`config.mk`:
```
export PLATFORM = sky130hd
export DESIGN_NAME = bp_update_ctrl
export DESIGN_NICKNAME = d
export VERILOG_FILES = /design/src/rtl/bp_update_ctrl.sv
export SDC_FILE = /design/constraint.sdc
export NUM_CORES = 1
export LEC_CHECK = 0
export ABC_AREA = 1
export CORE_MARGIN = 5
export CORE_UTILIZATION = 49
export DETAILED_ROUTE_END_ITERATION = 8
export GPL_ROUTABILITY_DRIVEN = 0
export PLACE_DENSITY = 0.7
export SYNTH_ARGS = -nofsm -noshare
export SYNTH_HDL_FRONTEND = slang
export SYNTH_SLANG_ARGS = --single-unit
export TNS_END_PERCENT = 20
```
`constraint.sdc`:
```
create_clock -name clk -period 8.26 [get_ports clk]
set_input_delay 1.652 -clock clk [delete_from_list [all_inputs] [get_ports clk]]
set_output_delay 1.652 -clock clk [all_outputs]
set_load 0.005 [all_outputs]
```
`src/rtl/bp_update_ctrl.sv`:
```
// bp_update_ctrl
// Sequences all writes into the BTB/BHT predictor tables through their single
// write port. Resolved branch/JAL outcomes from EX are buffered in a small
// FIFO and drained one per cycle as table updates. A flush request runs an
// invalidation sweep over every table index. Updates that were queued before
// the flush are discarded. New EX updates queue up behind the sweep.
//
// Ports
//   clk, rst_n          clock, asynchronous active-low reset
//   ex_*_i              resolved instruction from EX (valid, kind, pc, outcome)
//   ex_ready_o          FIFO can accept a push this cycle (combinational, = !full)
//   flush_req_i         single-cycle request to invalidate all entries
//   flush_busy_o        sweep in progress
//   flush_done_o        one-cycle pulse when a sweep completes
//   upd_*_o             table update (index, tag pc, direction, target)
//   inv_valid_o/index_o invalidate one table index
//   drop_cnt_o          saturating count of updates lost to a full FIFO
//
// state | meaning
// IDLE  | drain FIFO head onto the update port, one entry per cycle
// SWEEP | issue invalidations 0..ENTRIES-1; FIFO accepts pushes but is not drained
module bp_update_ctrl #(
  parameter int ENTRIES    = 64,
  parameter int INDEX_BITS = 6,
  parameter int DEPTH      = 4
) (
  input  logic                  clk,
  input  logic                  rst_n,
  input  logic                  ex_valid_i,
  input  logic                  ex_is_branch_i,
  input  logic                  ex_is_jump_i,
  input  logic [31:0]           ex_pc_i,
  input  logic                  ex_taken_i,
  input  logic [31:0]           ex_target_i,
  output logic                  ex_ready_o,
  input  logic                  flush_req_i,
  output logic                  flush_busy_o,
  output logic                  flush_done_o,
  output logic                  upd_valid_o,
  output logic [INDEX_BITS-1:0] upd_index_o,
  output logic [31:0]           upd_pc_o,
  output logic                  upd_taken_o,
  output logic [31:0]           upd_target_o,
  output logic                  inv_valid_o,
  output logic [INDEX_BITS-1:0] inv_index_o,
  output logic [15:0]           drop_cnt_o
);

  localparam int AW = $clog2(DEPTH);
  localparam int PW = AW + 1;
  localparam logic [INDEX_BITS-1:0] LAST_IDX = INDEX_BITS'(ENTRIES - 1);

  typedef enum logic {IDLE, SWEEP} state_t;

  state_t                state_q, state_d;
  logic [INDEX_BITS-1:0] cnt_q, cnt_d;
  logic [PW-1:0]         wr_ptr_q, wr_ptr_d, rd_ptr_q, rd_ptr_d;
  logic                  upd_valid_q, upd_valid_d;
  logic [INDEX_BITS-1:0] upd_index_q, upd_index_d;
  logic [31:0]           upd_pc_q, upd_pc_d;
  logic                  upd_taken_q, upd_taken_d;
  logic [31:0]           upd_target_q, upd_target_d;
  logic                  inv_valid_q, inv_valid_d;
  logic [INDEX_BITS-1:0] inv_index_q, inv_index_d;
  logic                  busy_q, busy_d;
  logic                  done_q, done_d;
  logic [15:0]           drop_cnt_q, drop_cnt_d;

  logic [31:0] pc_mem     [DEPTH];
  logic        taken_mem  [DEPTH];
  logic [31:0] target_mem [DEPTH];

  logic is_ctrl, full, empty, push, drop, mem_we;
  logic [31:0] head_pc;

  assign is_ctrl = ex_valid_i & (ex_is_branch_i | ex_is_jump_i);
  assign full    = (wr_ptr_q[PW-1] != rd_ptr_q[PW-1]) &&
                   (wr_ptr_q[AW-1:0] == rd_ptr_q[AW-1:0]);
  assign empty   = (wr_ptr_q == rd_ptr_q);
  assign push    = is_ctrl & ~full;
  assign drop    = is_ctrl & full;
  assign head_pc = pc_mem[rd_ptr_q[AW-1:0]];

  always_comb begin
    state_d      = state_q;
    cnt_d        = cnt_q;
    wr_ptr_d     = wr_ptr_q;
    rd_ptr_d     = rd_ptr_q;
    upd_valid_d  = 1'b0;
    upd_index_d  = upd_index_q;
    upd_pc_d     = upd_pc_q;
    upd_taken_d  = upd_taken_q;
    upd_target_d = upd_target_q;
    inv_valid_d  = 1'b0;
    inv_index_d  = inv_index_q;
    busy_d       = busy_q;
    done_d       = 1'b0;
    mem_we       = 1'b0;
    drop_cnt_d   = drop_cnt_q;

    if (drop && drop_cnt_q != 16'hFFFF) drop_cnt_d = drop_cnt_q + 16'd1;

    if (flush_req_i) begin
      // Flush wins over everything: queued entries and a same-cycle push are
      // stale, and an in-progress sweep restarts without a done pulse.
      state_d  = SWEEP;
      cnt_d    = '0;
      wr_ptr_d = '0;
      rd_ptr_d = '0;
      busy_d   = 1'b1;
    end else begin
      if (push) begin
        mem_we   = 1'b1;
        wr_ptr_d = wr_ptr_q + 1'b1;
      end
      unique case (state_q)
        IDLE: begin
          if (!empty) begin
            rd_ptr_d     = rd_ptr_q + 1'b1;
            upd_valid_d  = 1'b1;
            upd_index_d  = head_pc[INDEX_BITS+1:2];
            upd_pc_d     = head_pc;
            upd_taken_d  = taken_mem[rd_ptr_q[AW-1:0]];
            upd_target_d = target_mem[rd_ptr_q[AW-1:0]];
          end
        end
        SWEEP: begin
          // The last index is on the outputs this cycle, so this edge ends the sweep.
          if (inv_valid_q && inv_index_q == LAST_IDX) begin
            state_d = IDLE;
            busy_d  = 1'b0;
            done_d  = 1'b1;
          end else begin
            inv_valid_d = 1'b1;
            inv_index_d = cnt_q;
            cnt_d       = cnt_q + 1'b1;
          end
        end
        default: state_d = IDLE;
      endcase
    end
  end

  always_ff @(posedge clk) begin
    if (mem_we) begin
      pc_mem[wr_ptr_q[AW-1:0]]     <= ex_pc_i;
      taken_mem[wr_ptr_q[AW-1:0]]  <= ex_taken_i;
      target_mem[wr_ptr_q[AW-1:0]] <= ex_target_i;
    end
  end

  always_ff @(posedge clk or negedge rst_n) begin
    if (!rst_n) begin
      state_q      <= IDLE;
      cnt_q        <= '0;
      wr_ptr_q     <= '0;
      rd_ptr_q     <= '0;
      upd_valid_q  <= 1'b0;
      upd_index_q  <= '0;
      upd_pc_q     <= '0;
      upd_taken_q  <= 1'b0;
      upd_target_q <= '0;
      inv_valid_q  <= 1'b0;
      inv_index_q  <= '0;
      busy_q       <= 1'b0;
      done_q       <= 1'b0;
      drop_cnt_q   <= '0;
    end else begin
      state_q      <= state_d;
      cnt_q        <= cnt_d;
      wr_ptr_q     <= wr_ptr_d;
      rd_ptr_q     <= rd_ptr_d;
      upd_valid_q  <= upd_valid_d;
      upd_index_q  <= upd_index_d;
      upd_pc_q     <= upd_pc_d;
      upd_taken_q  <= upd_taken_d;
      upd_target_q <= upd_target_d;
      inv_valid_q  <= inv_valid_d;
      inv_index_q  <= inv_index_d;
      busy_q       <= busy_d;
      done_q       <= done_d;
      drop_cnt_q   <= drop_cnt_d;
    end
  end

  assign ex_ready_o   = ~full;
  assign flush_busy_o = busy_q;
  assign flush_done_o = done_q;
  assign upd_valid_o  = upd_valid_q;
  assign upd_index_o  = upd_index_q;
  assign upd_pc_o     = upd_pc_q;
  assign upd_taken_o  = upd_taken_q;
  assign upd_target_o = upd_target_q;
  assign inv_valid_o  = inv_valid_q;
  assign inv_index_o  = inv_index_q;
  assign drop_cnt_o   = drop_cnt_q;

endmodule
```
==> impl_metrics.env <==
export IMPL_skew_ns=0.0148
export IMPL_grt_pass1_vias=9200
export IMPL_cts_root_buf="clkbuf_16"
export IMPL_track_usage_pct=17.8
export IMPL_row_count=63
export IMPL_hold_start="upd_target_o[22]"
export IMPL_dpl_cell_area_um2=16400
export IMPL_arrival_ns=2.59
export IMPL_dr_pass1_iters=5
export IMPL_max_freq_ghz=0.236
export IMPL_cts_tree="built"
export IMPL_synth_nets=1345
export IMPL_antenna_found_initial=4
export IMPL_final_common_cell="nand2_1"
export IMPL_power_density_nw_per_um2=214
export IMPL_path_cells="inv_2 > buf_4 > nand2_1 > nand2_1 > nand3_1 > clkdlybuf4s50_1"
export IMPL_netSwitchingFraction_pct=19.8
export IMPL_yosys_cell_types_count=29
export IMPL_syn_area_per_cell_um2=11.5
export IMPL_vias=9405
export IMPL_die_height_um=182
export IMPL_drtAntennaViolNets=0
export IMPL_final_max_slew_viol_count=0
export IMPL_reg2reg_to="rd_ptr_q[1]"
export IMPL_pwr_share_comb_pct=3.9
export IMPL_rrSetupSlack_ns=5.07
export IMPL_timing_setup_tns_ns=0
export IMPL_fin_crit_sh_pct=51.4
export IMPL_postCtsHoldBufs=0
export IMPL_synth_area_um2=14500
export IMPL_die_w_um=182
export IMPL_drc=0
export IMPL_post_cts_buffers=0
export IMPL_worstSetupEndpointType="output port"
export IMPL_cpPeakStageDelay_ns=0.64
export IMPL_cp_slowest_cell="buf_4"
export IMPL_seq_power_share_pct=53.7
export IMPL_critical_path_class="reg -> out"
export IMPL_ir_drop_uv=161
export IMPL_required_ns=6.61
export IMPL_synth_ff_type="edfxtp_1"
export IMPL_area_delta_synth_final_pct=21.0
export IMPL_outcome="finished, final reports clean"
export IMPL_finalNetCount=1496
export IMPL_dieArea_um2=33200
export IMPL_clock_sinks=364
export IMPL_drv_cap=0
export IMPL_cts_buffers=38
export IMPL_whs_endpoint="upd_target_o[22]"
export IMPL_start_util_pct=49.2
export IMPL_cp_start_kind="flop"
export IMPL_stdcell_area_um2=17600
export IMPL_power_leakage_nw=6.85
export IMPL_io_buffers=168
export IMPL_cpMostUsedCell="nand2_1"
export IMPL_cp_buffers_inverters=3
export IMPL_power_switching_w=0.000745
export IMPL_wl_per_cell_um=16.2
export IMPL_cp_top_family="buffers and inverters"
export IMPL_nFillCells=2376
export IMPL_avgViaCountPerCell=5.12
export IMPL_htree_levels=2
export IMPL_yosys_warnings=0
export IMPL_drt_wl_total_um=29800
export IMPL_setup_violations=0
export IMPL_async_flop_share_pct=28.6
export IMPL_cts_clk_slew_worst_paths_ns=0.05
export IMPL_drive_above_1_share_pct=6.85
export IMPL_core_area_um2=29500
export IMPL_grt_setup_unrepaired="false"
export IMPL_synth_edf_count=260
export IMPL_worstSkewPairLatency_ns=0.51
export IMPL_hpwl_um=17100
export IMPL_worst_slew_pin_slew_ns=0.991
export IMPL_ys_ff_latch=364
export IMPL_slew_headroom_pct=33.9
export IMPL_cp_max_fo=66
export IMPL_reg2reg_depth=10
export IMPL_grt_overflow_total=0
export IMPL_clockBufferDepth=3
export IMPL_cts_resized=0
export IMPL_power_internal_w=0.00301
export IMPL_layout_min_cycle_time_ns=4.24
export IMPL_hp_class="reg -> reg"
export IMPL_r2r_start="rd_ptr_q[1]"
export IMPL_design_power_total_w=0.00376
export IMPL_hold_viol_final=0
export IMPL_syn_inst=1267
export IMPL_fin_hold_ws_ns=0.479
export IMPL_drtIter0Drc=588
export IMPL_grt_max_degree=88
export IMPL_pin_count=169
export IMPL_clkPwrFrac_pct=42.4
export IMPL_layout_common_cells="nand2_1 (507), edfxtp_1 (260), clkdlybuf4s50_1 (167), nand3_1 (149), dfrtp_1 (102)"
export IMPL_hold_depth=2
export IMPL_seq_area_frac_synth_pct=71.7
export IMPL_utilization_pct=59.6
export IMPL_grt_pass1_wl_um=47800
routing by layer:
metal	vias to the layer above	GRT usage (%)	part of all wire [%]
li1	4575	-	-
met1	4549	23.5	43
met2	216	30.3	49
met3	59	3.35	5.6
met4	6	5.34	2.5
met5	-	0	0.10
cells by family after synthesis:
| kind of cell | count (synthesis) | synth area share, % |
|---|---|---|
| xor+xnor | 10 | 0.733 |
| fa+ha+maj | 7 | 0.603 |
| simple gates | 698 | 19.7 |
| compound gates | 86 | 3.65 |
| flops | 364 | 71.7 |
| buf+inv | 102 | 3.65 |
power groups by stage:
stage | Sequential (W) | Combinational (W) | Clock [W]
2_1_floorplan | 0.00206 | 0.0000483 | 0
3_3_place_gp | 0.00205 | 0.000146 | 0
5_1_grt | 0.00202 | 0.000165 | 0.00170
6_report | 0.00202 | 0.000147 | 0.00159
3_5_place_dp | 0.00205 | 0.000150 | 0
4_1_cts | 0.00202 | 0.000151 | 0.00162
worst register-to-register path, cell delays in order, from the launching register on:
cell and delay, ns:
dfrtp_2 0.41, inv_2 0.04, buf_4 0.64, nand2_1 0.13, nand2_1 0.18, nand3b_4 0.11
nand2_4 0.31, buf_4 0.85, inv_1 0.24, nand2_1 0.11, nand2_1 0.05
cells in the mapped netlist (4+ instances only):
cell	n	area share (%)
inv_1	33	0.85
nor2_1	29	0.75
buf_2	21	0.72
buf_4	6	0.31
o21ai_1	6	0.21
nand3_1	149	5.1
o21ai_0	52	1.8
dfrtp_1	104	18
o21ai_2	25	1.5
nand2_1	507	13
clkbuf_1	22	0.57
buf_1	5	0.13
ha_1	7	0.60
buf_6	13	1.0
xor2_1	5	0.30
nand4_1	4	0.17
xnor2_1	4	0.24
edfxtp_1	260	54
cell type report:
class                   count  area (um2)  share of cell area [%]
diodes                      1        2.50                  0.0142
multi-input cells         801        3610                    20.6
clock buffers              54        1040                    5.93
clock inverters            14         118                   0.670
repair buffers            178        1750                    9.99
well taps                 390         488                    2.78
inverters                  35         134                   0.762
flip-flops and latches    364       10400                    59.3
how the worst max path moves through the flow:
stage | from | cells past startpoint | slack [ns] | endpoint
2_1_floorplan | flush_req_i | 4 | 2.81 | pc_mem[0][0]
3_3_place_gp | flush_req_i | 5 | 4.00 | pc_mem[0][31]
3_5_place_dp | flush_req_i | 5 | 3.95 | pc_mem[0][31]
4_1_cts | rd_ptr_q[1] | 6 | 3.95 | ex_ready_o
5_1_grt | rd_ptr_q[1] | 6 | 3.85 | ex_ready_o
6_report | rd_ptr_q[1] | 6 | 4.02 | ex_ready_o
state kept, by name, summed over array words and instances (netlist names), 3 cells and up:
| signal | flops |
|---|---|
| cnt_q | 6 |
| drop_cnt_o | 16 |
| inv_index_o | 6 |
| pc_mem | 128 |
| rd_ptr_q | 3 |
| taken_mem | 4 |
| target_mem | 128 |
| upd_index_o | 5 |
| upd_pc_o | 27 |
| upd_target_o | 32 |
| wr_ptr_q | 3 |
per-stage QoR:
stage,worst slack (ns),std cells
CTS,3.95,1836
detailed placement,3.95,1768
floorplan,2.81,1267
finish,4.02,1837
global route,3.85,1837
global placement,4.00,1768
(Power assumes the default switching activity.)
